$ cat src/rtl/pipeline_pkg.sv
// Shared constants, types and decode helpers for the 3-stage pipeline.
package pipeline_pkg;

  localparam logic [6:0] OP_LUI    = 7'b0110111;
  localparam logic [6:0] OP_AUIPC  = 7'b0010111;
  localparam logic [6:0] OP_JAL    = 7'b1101111;
  localparam logic [6:0] OP_LOAD   = 7'b0000011;
  localparam logic [6:0] OP_IMM    = 7'b0010011;
  localparam logic [6:0] OP_JALR   = 7'b1100111;
  localparam logic [6:0] OP_REG    = 7'b0110011;
  localparam logic [6:0] OP_STORE  = 7'b0100011;
  localparam logic [6:0] OP_BRANCH = 7'b1100011;

  localparam logic [31:0] NOP_INSTR = 32'h00000013;

  localparam logic [2:0] WB_ALU  = 3'b000;
  localparam logic [2:0] WB_LOAD = 3'b001;
  localparam logic [2:0] WB_PC4  = 3'b010;

  typedef enum logic [1:0] {
    FWD_RF   = 2'b00,
    FWD_ALU  = 2'b01,
    FWD_LOAD = 2'b10
  } fwd_sel_t;

  typedef enum logic {
    RUN       = 1'b0,
    LOAD_WAIT = 1'b1
  } hz_state_t;

  typedef struct packed {
    logic rs1;
    logic rs2;
  } src_use_t;

  // Which register sources an execute-stage opcode actually reads.
  function automatic src_use_t src_use(input logic [6:0] opcode);
    src_use_t u;
    u = '0;
    case (opcode)
      OP_LOAD, OP_IMM, OP_JALR:     u.rs1 = 1'b1;
      OP_REG, OP_STORE, OP_BRANCH: begin
        u.rs1 = 1'b1;
        u.rs2 = 1'b1;
      end
      default:                      u = '0;
    endcase
    return u;
  endfunction

endpackage

$ cat src/rtl/sat_counter.sv
// Saturating up-counter with synchronous clear; holds at all-ones.
module sat_counter #(
  parameter int unsigned CNT_W = 32
) (
  input  logic             clock,
  input  logic             clear,
  input  logic             inc,
  output logic [CNT_W-1:0] count
);

  logic [CNT_W-1:0] count_q, count_d;

  // Next count: step by one unless already saturated.
  always_comb begin
    count_d = count_q;
    if (inc && (count_q != '1)) begin
      count_d = count_q + {{(CNT_W-1){1'b0}}, 1'b1};
    end
  end

  // Count register with synchronous clear.
  always_ff @(posedge clock) begin
    if (clear) begin
      count_q <= '0;
    end else begin
      count_q <= count_d;
    end
  end

  assign count = count_q;

endmodule

$ cat src/rtl/pipeline_hazard_unit.sv
// Load-use stall, operand forwarding and branch flush control for the
// 3-stage pipeline, with saturating stall/flush performance counters.
module pipeline_hazard_unit
  import pipeline_pkg::*;
#(
  parameter logic [2:0]  WB_SEL_LOAD = 3'b001,
  parameter int unsigned CNT_W       = 32
) (
  input  logic             clock,
  input  logic             reset,
  input  logic [31:0]      instruction_execute,
  input  logic [31:0]      instruction_mem,
  input  logic             reg_wr_mem,
  input  logic [2:0]       rd_wr_mem_mem,
  input  logic             mem_ready,
  input  logic             branch_taken_execute,
  output logic [1:0]       forward_a,
  output logic [1:0]       forward_b,
  output logic             stall_fetch,
  output logic             bubble_mem,
  output logic             flush_fetch,
  output logic [CNT_W-1:0] stall_count,
  output logic [CNT_W-1:0] flush_count
);

  hz_state_t  state_q, state_d;
  logic [4:0] lat_rs1_q, lat_rs1_d;
  logic [4:0] lat_rs2_q, lat_rs2_d;
  logic [4:0] lat_rd_q, lat_rd_d;

  logic [4:0] rs1, rs2, rd_mem;
  src_use_t   uses;
  logic       match_a, match_b, hazard;
  fwd_sel_t   fwd_a, fwd_b;
  logic       unused_fields;

  assign rs1    = instruction_execute[19:15];
  assign rs2    = instruction_execute[24:20];
  assign rd_mem = instruction_mem[11:7];
  assign uses   = src_use(instruction_execute[6:0]);

  // Instruction fields that play no part in hazard detection.
  assign unused_fields = ^{instruction_execute[31:25], instruction_execute[14:7],
                           instruction_mem[31:12], instruction_mem[6:0]};

  assign match_a = reg_wr_mem && (rd_mem != 5'd0) && (rd_mem == rs1) && uses.rs1;
  assign match_b = reg_wr_mem && (rd_mem != 5'd0) && (rd_mem == rs2) && uses.rs2;
  assign hazard  = (match_a || match_b) && (rd_wr_mem_mem == WB_SEL_LOAD);

  // Next state, latches and stall/forward decode from current state and inputs.
  // Only matched source numbers are latched (others as x0); since the load rd
  // is never x0, equality with the latched rd marks a source needing load data.
  always_comb begin
    state_d     = state_q;
    lat_rs1_d   = lat_rs1_q;
    lat_rs2_d   = lat_rs2_q;
    lat_rd_d    = lat_rd_q;
    fwd_a       = FWD_RF;
    fwd_b       = FWD_RF;
    stall_fetch = 1'b0;
    bubble_mem  = 1'b0;
    case (state_q)
      RUN: begin
        if (hazard) begin
          stall_fetch = 1'b1;
          bubble_mem  = 1'b1;
          state_d     = LOAD_WAIT;
          lat_rs1_d   = match_a ? rs1 : 5'd0;
          lat_rs2_d   = match_b ? rs2 : 5'd0;
          lat_rd_d    = rd_mem;
        end else begin
          fwd_a = match_a ? FWD_ALU : FWD_RF;
          fwd_b = match_b ? FWD_ALU : FWD_RF;
        end
      end
      LOAD_WAIT: begin
        if (!mem_ready) begin
          stall_fetch = 1'b1;
          bubble_mem  = 1'b1;
        end else begin
          fwd_a   = (lat_rs1_q == lat_rd_q) ? FWD_LOAD : FWD_RF;
          fwd_b   = (lat_rs2_q == lat_rd_q) ? FWD_LOAD : FWD_RF;
          state_d = RUN;
        end
      end
      default: state_d = RUN;
    endcase
  end

  assign forward_a   = fwd_a;
  assign forward_b   = fwd_b;
  assign flush_fetch = branch_taken_execute & ~stall_fetch;

  // State and latched load-use registers.
  always_ff @(posedge clock) begin
    if (reset) begin
      state_q   <= RUN;
      lat_rs1_q <= '0;
      lat_rs2_q <= '0;
      lat_rd_q  <= '0;
    end else begin
      state_q   <= state_d;
      lat_rs1_q <= lat_rs1_d;
      lat_rs2_q <= lat_rs2_d;
      lat_rd_q  <= lat_rd_d;
    end
  end

  sat_counter #(.CNT_W(CNT_W)) u_stall_cnt (
    .clock (clock),
    .clear (reset),
    .inc   (stall_fetch),
    .count (stall_count)
  );

  sat_counter #(.CNT_W(CNT_W)) u_flush_cnt (
    .clock (clock),
    .clear (reset),
    .inc   (flush_fetch),
    .count (flush_count)
  );

endmodule

$ cat config.mk
export PLATFORM = sky130hd
export DESIGN_NAME = pipeline_hazard_unit
export DESIGN_NICKNAME = d
export VERILOG_FILES = /design/src/rtl/pipeline_pkg.sv /design/src/rtl/sat_counter.sv /design/src/rtl/pipeline_hazard_unit.sv
export SDC_FILE = /design/constraint.sdc
export NUM_CORES = 1
export LEC_CHECK = 0
export BUFFER_PORTS_ARGS = -buffer_cell sky130_fd_sc_hd__buf_2
export CORE_MARGIN = 3
export CORE_UTILIZATION = 30
export DETAILED_ROUTE_END_ITERATION = 8
export HOLD_SLACK_MARGIN = 0.03
export PLACE_DENSITY = 0.64
export SYNTH_ARGS = -nofsm -noshare
export SYNTH_HDL_FRONTEND = slang
export SYNTH_SLANG_ARGS = --single-unit
$ cat constraint.sdc
create_clock -name clock -period 4.1 [get_ports clock]
set_input_delay 0.615 -clock clock [delete_from_list [all_inputs] [get_ports clock]]
set_output_delay 0.615 -clock clock [all_outputs]
set_load 0.02 [all_outputs]
Word-level counts from Yosys, hierarchy flattened
Cells that the tools add are included.

storage, ports and cells
  memory bits (read-only) = 0
  memories = 0
  register bits = 80
  bits of input ports = 72
  bits in latches = 0
  output and inout bits = 71
  memory bits (writable) = 0

cells by class
  shift operators = 0
  multiplexer cells = 17
  reductions and logical operators = 13
  bitwise logic cells = 3
  $mul = 0
  magnitude comparators = 0
  eq/ne operators = 13
  $add $sub $neg = 2
  div/mod/pow operators = 0

operators with widths
  cell                     count
  $add A32 B1 Y32 const B  2
  $ne A32 B32 Y1 const B   2
  $eq A5 B5 Y1             4
  $eq A7 B6 Y1 const B     2
  $eq A7 B7 Y1 const B     2
  $mux W5                  2
  $logic_and A1 B1 Y1      8
  $mux W1                  8
  $mux W2                  4
  $pmux W2 S2              2
  $eq A7 B2 Y1 const B     1
  $eq A7 B5 Y1 const B     1
  $reduce_or A6 Y1         1
  $reduce_bool A5 Y1       1
  $eq A3 B1 Y1 const B     1
  $reduce_or A3 Y1         1
  $not A1 Y1               2
  $pmux W1 S2              1
  $reduce_and A2 Y1        1
  $and A1 B1 Y1            1
  $logic_or A1 B1 Y1       1

Longest topological paths before layout
Gate-level depths: netlist of the first run.

  word-level depth = 11
  gate-level depth with buffers = 11

Hierarchy
A second synthesis of the first run with hierarchy kept.

second synthesis, totals
  cells, all modules = 512
  area total of the unflattened synthesis = 4,371.7 µm²

by module, submodules not included
  module                cells each  area an instance (µm²)  seq. area each (µm²)  times used
  sat_counter           199         1,674.1                 640.6                 2
  pipeline_hazard_unit  114         1,023.5                 320.3                 1

Worst setup path after synthesis of the first run
OpenSTA, ideal clock, no wires.

  kind = in2out
  from = in instruction_mem[8]
  to = out stall_fetch
  setup slack = 1.198 ns
  buffers on the path = 2
  required time = 3.485 ns
  arrival time = 2.287 ns
  cell stages on the path = 6
  path through = or4_1 o211ai_2 a21o_1 clkbuf_1 nand2_1 buf_4

on the way
  word-level cells in the longest chain between the ends = 8
  elaborated cells between the ends (all ways) = 12
  those cells by class = eq/ne: 2; mux: 2; reduce/logical: 8

RTL lines
  item                                                 RTL line                                                source
  start, declared                                      pipeline_hazard_unit.sv:12                              input logic [31:0] instruction_mem,
  $reduce_bool A5 Y1                                   pipeline_hazard_unit.sv:46, pipeline_hazard_unit.sv:47
  $logic_and A1 B1 Y1                                  pipeline_hazard_unit.sv:46, pipeline_hazard_unit.sv:47
  $logic_and A1 B1 Y1 (on tied branches) (2 in a row)  pipeline_hazard_unit.sv:46, pipeline_hazard_unit.sv:47
  $logic_or A1 B1 Y1 (*)                               pipeline_hazard_unit.sv:48                              assign hazard = (match_a || match_b) && (rd_wr_mem_mem == WB_SEL_LOAD);
  $logic_and A1 B1 Y1 (*)                              pipeline_hazard_unit.sv:48
  $mux W1 (*)                                          -
  $pmux W1 S2 (*)                                      -
  end, declared                                        pipeline_hazard_unit.sv:19                              output logic stall_fetch,

Mark *: on every way between the ends. The rest lies on a longest branch, timed or not.

Final worst setup path of the first run
  from = in instruction_mem[9]
  to = out flush_fetch

on the way
  word-level cells in the longest chain between the ends = 10
  elaborated cells between the ends (all ways) = 14
  those cells by class = eq/ne: 2; mux: 2; bitwise: 2; reduce/logical: 8

RTL lines
  item                                                 RTL line                                                source
  $reduce_bool A5 Y1                                   pipeline_hazard_unit.sv:46, pipeline_hazard_unit.sv:47
  $logic_and A1 B1 Y1                                  pipeline_hazard_unit.sv:46, pipeline_hazard_unit.sv:47
  $logic_and A1 B1 Y1 (on tied branches) (2 in a row)  pipeline_hazard_unit.sv:46, pipeline_hazard_unit.sv:47
  $logic_or A1 B1 Y1 (*)                               pipeline_hazard_unit.sv:48
  $logic_and A1 B1 Y1 (*)                              pipeline_hazard_unit.sv:48
  $mux W1 (*)                                          pipeline_hazard_unit.sv:64                              if (hazard) begin
  $pmux W1 S2 (*)                                      pipeline_hazard_unit.sv:62                              case (state_q)
  $not A1 Y1 (*)                                       pipeline_hazard_unit.sv:92                              assign flush_fetch = branch_taken_execute & ~stall_fetch;
  $and A1 B1 Y1 (*)                                    pipeline_hazard_unit.sv:92
  end, declared                                        pipeline_hazard_unit.sv:21                              output logic flush_fetch,

Marked as above.

==> flow_metrics.env, run 1 <==
export IMPL_gp_congestion=0.789
export IMPL_rsz0062_at_grt="no"
export IMPL_finClkSkew_ns=0.00839
export IMPL_crit_required_ns=3.48
export IMPL_seqPwrFrac_pct=50.3
export IMPL_p_leak_nw=1.98
export IMPL_io_buffers=100
export IMPL_cts_resized=0
export IMPL_cts_buffers=9
export IMPL_postCtsSetupBuffers=0
export IMPL_ys_warn_count=0
export IMPL_clk_pin_slew_ns=0.05
export IMPL_placementRows=42
export IMPL_synth_cell_type_count=42
export IMPL_postRouteWirelength_um=11000
export IMPL_die_h_um=123
export IMPL_ios=143
export IMPL_async_flop_share_pct=0
export IMPL_p_per_area_nw_per_um2=312
export IMPL_placed_cell_area_um2=4740
export IMPL_wl_per_cell_um=14.3
export IMPL_ys_flop_type="dfxtp_1"
export IMPL_clkSinkCount=80
export IMPL_layout_common_cells="buf_2 (100), dfxtp_1 (80), nor2_1 (67), nand2_1 (35), nand3_1 (32)"
export IMPL_placedCellCount=759
export IMPL_hold_viol=0
export IMPL_syn_avg_cell_area_um2=8.14
export IMPL_min_period_over_period_pct=73.3
export IMPL_min_delay_path_depth=2
export IMPL_cts_hold_buf=0
export IMPL_grt_pass1_vias=3562
export IMPL_critPathKind="input port to primary output"
export IMPL_grt_total_usage_pct=14.8
export IMPL_hpwl_um=8180
export IMPL_nets=668
export IMPL_hold_path_class="register to register"
export IMPL_drtPass1Iterations=4
export IMPL_p_sw_share_pct=21.4
export IMPL_antennaDiodeCount=0
export IMPL_r2r_start="u_stall_cnt.count[3]"
export IMPL_layoutNonFillerInstCount=773
export IMPL_p_clk_share_pct=45.5
export IMPL_critical_path_max_fanout=23
export IMPL_clockRootBuffer="clkbuf_16"
export IMPL_clock_latency_ns=0.33
export IMPL_synth_cells=503
export IMPL_fp_dieW_um=123
export IMPL_cts_htree_levels=3
export IMPL_tightestPinTransition_ns=0.800
export IMPL_slew_headroom_pct=46.7
export IMPL_r2r_cells=6
export IMPL_design_area_um2=4990
export IMPL_clk_path_buf_depth=2
export IMPL_ff2ff_setup_slack_ns=1.35
export IMPL_startpoint_type="input port"
export IMPL_hold_ws_ns=0.503
export IMPL_setup_viol_count_final=0
export IMPL_antenna_found_initial=0
export IMPL_core_um2=13300
export IMPL_r2r_end="u_stall_cnt.count[15]"
export IMPL_start_util_pct=30.8
export IMPL_layout_drive_gt1_share_pct=21.9
export IMPL_syn2layout_area_growth_pct=22.0
export IMPL_cts_tree="done"
export IMPL_final_common_cell="buf_2"
export IMPL_maxSlewViolCount=0
export IMPL_grt_max_degree=52
export IMPL_p_int_mw=1.22
export IMPL_dieArea_um2=15100
export IMPL_grt_overflow=0
export IMPL_status="finished, final reports clean"
export IMPL_hold_start="u_stall_cnt.count[6]"
export IMPL_pwr_share_comb_pct=4.2
export IMPL_maxCapViolations=0
export IMPL_hold_end="u_stall_cnt.count[6]"
export IMPL_p_switching_mw=0.334
export IMPL_worstPathArrival_ns=2.39
export IMPL_vias=3925
export IMPL_peakVddDrop_mv=0.169
export IMPL_detail_route_antenna_nets=0
export IMPL_drtIter0Drc=330
export IMPL_cp_end_kind="primary output"
export IMPL_syn_nets=577
export IMPL_yosysSeqAreaShare_pct=39.1
export IMPL_grt_pass1_wl_um=17700
export IMPL_drc=0
export IMPL_synthesis_area_um2=4090
export IMPL_yosys_register_bits=80
export IMPL_totalNegativeSetupSlack_ns=0
export IMPL_period_minus_slack_ns=3.00
export IMPL_via_per_inst=5.08
export IMPL_synth_edff_count=0
export IMPL_max_freq_mhz=333
export IMPL_final_util_pct=37.6
==> routing by layer <==
layer	share of wire [%]	track usage [%]	vias up	routed length, µm
met5	0	0	-	0
met4	0.92	4.20	0	102
met3	7.5	4.10	11	834
met2	46	23.4	124	5140
met1	45	19.6	1828	4970
li1	-	-	1962	-
==> metrics by stage <==
| step | worst slack, ns | power, mW |
|---|---|---|
| 2_1_floorplan | 1.20 | 0.834 |
| 4_1_cts | 1.07 | 1.59 |
| 3_3_place_gp | 1.08 | 0.863 |
| 3_5_place_dp | 1.08 | 0.866 |
| 5_1_grt | 0.920 | 1.62 |
| 6_report | 1.10 | 1.56 |
==> state kept, by name, indices dropped and copies added, names as in the netlist <==
name               count
lat_rs2_q              5
u_stall_cnt.count     32
lat_rd_q               5
state_q                1
lat_rs1_q              5
u_flush_cnt.count     32
==> cell families after synthesis <==
family | share of synthesized area, %
compound gates | 10.7
xor+xnor | 10.7
fa+ha+maj | 0.611
buf+inv | 3.30
flops | 39.1
mux | 2.45
simple gates | 33.1
==> critical path, stage by stage <==
cell	delay, ns
buf_2	0.14
xor2_1	0.16
nor4_1	0.29
nand4_1	0.30
a21oi_2	0.28
buf_4	0.32
nor2_1	0.11
buf_2	0.17
==> power groups by stage <==
stage | Combinational (mW) | Sequential [mW] | Clock, mW
6_report | 0.0655 | 0.782 | 0.708
5_1_grt | 0.0730 | 0.782 | 0.764
4_1_cts | 0.0662 | 0.782 | 0.739
3_5_place_dp | 0.0661 | 0.799 | 0
3_3_place_gp | 0.0642 | 0.799 | 0
2_1_floorplan | 0.0330 | 0.801 | 0
==> cell usage after synthesis, types with 3 or more instances <==
cell type   n  area, µm²
buf_2       3       15.0
o21ai_0    18       90.1
clkbuf_1   18       67.6
nor2_1     67        251
and2_1      3       18.8
or4_1       8       60.1
xor2_1     26        228
nand2_1    35        131
or3_1      12       75.1
nor3b_1     5       37.5
nor2b_1    14       87.6
buf_4       3       22.5
a21oi_1    28        140
nand3b_1    4       30.0
xnor2_1    24        210
nor3_1     18       90.1
a22oi_1    10       75.1
o31ai_1     8       60.1
and3_1     17        106
nand4_1    24        150
mux2_2      8       90.1
inv_1       8       30.0
nand3_1    32        160
dfxtp_1    80       1600
and4_1      8       70.1
==> worst max-delay path by stage <==
stage / startpoint / end / slack [ns] / cells after the start
floorplan: instruction_mem[8] / stall_fetch / 1.20 / 6
global placement: instruction_mem[9] / flush_fetch / 1.08 / 8
detailed placement: instruction_mem[9] / flush_fetch / 1.08 / 8
CTS: instruction_mem[9] / flush_fetch / 1.07 / 8
global route: instruction_mem[9] / flush_fetch / 0.92 / 8
finish: instruction_mem[9] / flush_fetch / 1.10 / 8
==> area by class of cell <==
type / instances / area, µm²
Tap cell: 176 / 220
Clock buffer: 13 / 250
Inverter: 8 / 30.0
Sequential cell: 80 / 1600
Multi-Input combinational cell: 391 / 2360
Clock inverter: 1 / 5.00
Fill cell: 1370 / 8300
Timing Repair Buffer: 104 / 531
Power figures use the tool's default switching activity.
==> inputs of run 2 (changes only) <==
- ABC_AREA: unset -> 1
- PLACE_DENSITY: 0.64 -> 0.62
- clock period: 4.1 -> 2.8 ns (I/O delays scaled with it)
==> run 2 against run 1 <==
  * Non-clock buffer count rose by 8
  * Setup slack got worse by 0.64 ns
  * Wire length up 41%
  * Largest cell class unchanged
  * Critical endpoint is now u_stall_cnt.count[11]
  * Worst hold slack got worse by 0.14 ns
  * Clock-buffer cell count fell by 2
  * Critical path type is now register to register
  * Flip-flop and latch count unchanged
==> flow_metrics.env, run 2 <==
export IMPL_status="finished, final reports clean"
export IMPL_finClkSkew_ns=0.00761
export IMPL_syn2layout_area_growth_pct=20.3
export IMPL_ys_warn_count=0
export IMPL_cts_tree="done"
export IMPL_vias=5568
export IMPL_tightestPinTransition_ns=0.811
export IMPL_cts_hold_buf=0
export IMPL_hold_viol=0
export IMPL_critPathKind="register to register"
export IMPL_cts_htree_levels=3
export IMPL_clock_latency_ns=0.34
export IMPL_detail_route_antenna_nets=0
export IMPL_maxSlewViolCount=0
export IMPL_clkSinkCount=80
export IMPL_peakVddDrop_mv=0.400
export IMPL_ys_flop_type="dfxtp_1"
export IMPL_yosys_register_bits=80
export IMPL_postRouteWirelength_um=15500
export IMPL_min_period_over_period_pct=83.6
export IMPL_period_minus_slack_ns=2.34
export IMPL_startpoint_type="register"
export IMPL_gp_congestion=0.902
export IMPL_p_sw_share_pct=21.7
export IMPL_grt_pass1_wl_um=25600
export IMPL_synth_most_common_cell="nand2_1"
export IMPL_synthesis_area_um2=5240
export IMPL_cp_end_kind="register"
export IMPL_grt_overflow=0
export IMPL_wl_per_cell_um=13.5
export IMPL_final_common_cell="nand2_1"
export IMPL_cts_buffers=9
export IMPL_via_per_inst=4.82
export IMPL_fillCellCount=1881
export IMPL_max_freq_mhz=427
export IMPL_synth_edff_count=0
export IMPL_layout_common_cells="nand2_1 (267), nor2_1 (100), buf_2 (100), dfxtp_1 (80), inv_1 (74)"
export IMPL_fp_dieW_um=138
export IMPL_dieArea_um2=19100
export IMPL_totalNegativeSetupSlack_ns=0
export IMPL_clk_pin_slew_ns=0.06
export IMPL_yosysSeqAreaShare_pct=30.5
export IMPL_start_util_pct=31.2
export IMPL_grt_max_degree=68
export IMPL_fin_ws_ns=0.459
export IMPL_hpwl_um=11600
export IMPL_drc=0
export IMPL_maxCapViolations=0
export IMPL_nets=1003
export IMPL_io_buffers=100
export IMPL_p_per_area_nw_per_um2=425
export IMPL_hold_ws_ns=0.365
export IMPL_pwr_share_comb_pct=5.1
export IMPL_synth_top_area_cell="dfxtp_1"
export IMPL_syn_avg_cell_area_um2=6.27
export IMPL_crit_required_ns=3.07
export IMPL_seqPwrFrac_pct=42.6
export IMPL_synth_top_area_share_pct=30.5
export IMPL_syn_nets=910
export IMPL_p_leak_nw=2.69
export IMPL_drtPass1Iterations=7
export IMPL_synth_cells=836
export IMPL_antennaDiodeCount=0
export IMPL_yosys_top_cells_area="dfxtp_1 (31%), nand2_1 (19%), nor2_1 (7.2%)"
export IMPL_placedCellCount=1138
export IMPL_clk_path_buf_depth=2
export IMPL_antenna_found_initial=0
export IMPL_setup_viol_count_final=0
export IMPL_grt_pass1_vias=5084
export IMPL_p_switching_mw=0.581
export IMPL_hold_path_class="input port to register"
export IMPL_p_int_mw=2.10
export IMPL_cts_resized=0
export IMPL_postCtsSetupBuffers=0
export IMPL_critical_path_max_fanout=17
export IMPL_layoutNonFillerInstCount=1154
export IMPL_drtIter0Drc=343
export IMPL_pre_cts_ws_ns=0.263
export IMPL_ff2ff_setup_slack_ns=0.46
export IMPL_synth_cell_type_count=38
export IMPL_worstPathArrival_ns=2.61
export IMPL_design_area_um2=6310
export IMPL_ios=143
export IMPL_placed_cell_area_um2=5950
export IMPL_p_clk_share_pct=52.3
export IMPL_layout_drive_gt1_share_pct=16.5
export IMPL_rsz0062_at_grt="no"
export IMPL_clockRootBuffer="clkbuf_16"
export IMPL_die_h_um=138
export IMPL_core_um2=16800
export IMPL_grt_total_usage_pct=15.9
export IMPL_slew_headroom_pct=45.9
export IMPL_placementRows=47
export IMPL_synth_commonest_cells="nand2_1 (267), nor2_1 (101), dfxtp_1 (80)"
export IMPL_async_flop_share_pct=0
## run 2: changes by cell type after synthesis, sizes merged, moves of 18 or more
cell / previous run / this run
nand3: 33 / 51
nor2: 67 / 106
and3: 18 / 0
a21oi: 29 / 74
nand4: 24 / 46
nand2: 35 / 269
inv: 8 / 76
## run 2: path summary, 6_finish.rpt
path | start | end | depth (start not counted)
setup / recovery | u_stall_cnt.count[1] | u_stall_cnt.count[11] | 10
hold / removal | instruction_execute[18] | lat_rs1_q[3] | 3
setup reg to reg | u_stall_cnt.count[1] | u_stall_cnt.count[11] | 10
hold reg to reg | lat_rs1_q[3] | lat_rs1_q[3] | 2
## run 2: cells by family after synthesis
| kind of cell | synth area share, % |
|---|---|
| buffers and inverters | 8.49 |
| DFF | 30.5 |
| AOI/OAI and AO/OA | 9.52 |
| xor gates and xnor gates | 8.18 |
| adders and majority gates | 0.477 |
| and+or+nand+nor | 42.8 |
## run 2: worst max-delay path, cell delays in order, from the launching register on
cell	delay [ns]
dfxtp_1	0.43
ha_1	0.28
nand2_1	0.10
nor2_2	0.17
nand2_1	0.14
nor2_2	0.23
nand4_4	0.13
nand2_2	0.29
buf_4	0.29
nand2_1	0.07
a21oi_1	0.13
## run 2: per-layer routing
layer | up-vias | wire, µm | global-route usage (%)
li1 | 2898 | - | -
met1 | 2521 | 7250 | 20.7
met2 | 137 | 7390 | 26.9
met3 | 12 | 712 | 3.52
met4 | 0 | 199 | 4.11
met5 | - | 0 | 0
## run 2: final cells by class
type                            count  area (µm²)  share of cell area, %
Tap cell                          220         275                   4.36
Multi-Input combinational cell    650        3200                   50.7
Inverter                           76         285                   4.52
Clock inverter                      5         103                   1.63
Sequential cell                    80        1600                   25.4
Clock buffer                       11         253                   4.01
Timing Repair Buffer              112         591                   9.36
## run 2: stage by stage
stage                     power [mW]  util (%)
after floorplan                 1.25         -
after global placement          1.31      35.4
after detailed placement        1.31      35.4
after CTS                       2.73      37.5
after global routing            2.79      37.5
final                           2.68      37.5
## run 2: power groups by stage
stage	Sequential (mW)	Clock, mW	Combinational (mW)
after global routing	1.14	1.50	0.154
final	1.14	1.40	0.136
after global placement	1.17	0	0.136
after floorplan	1.17	0	0.0784
after detailed placement	1.17	0	0.136
after CTS	1.14	1.45	0.137
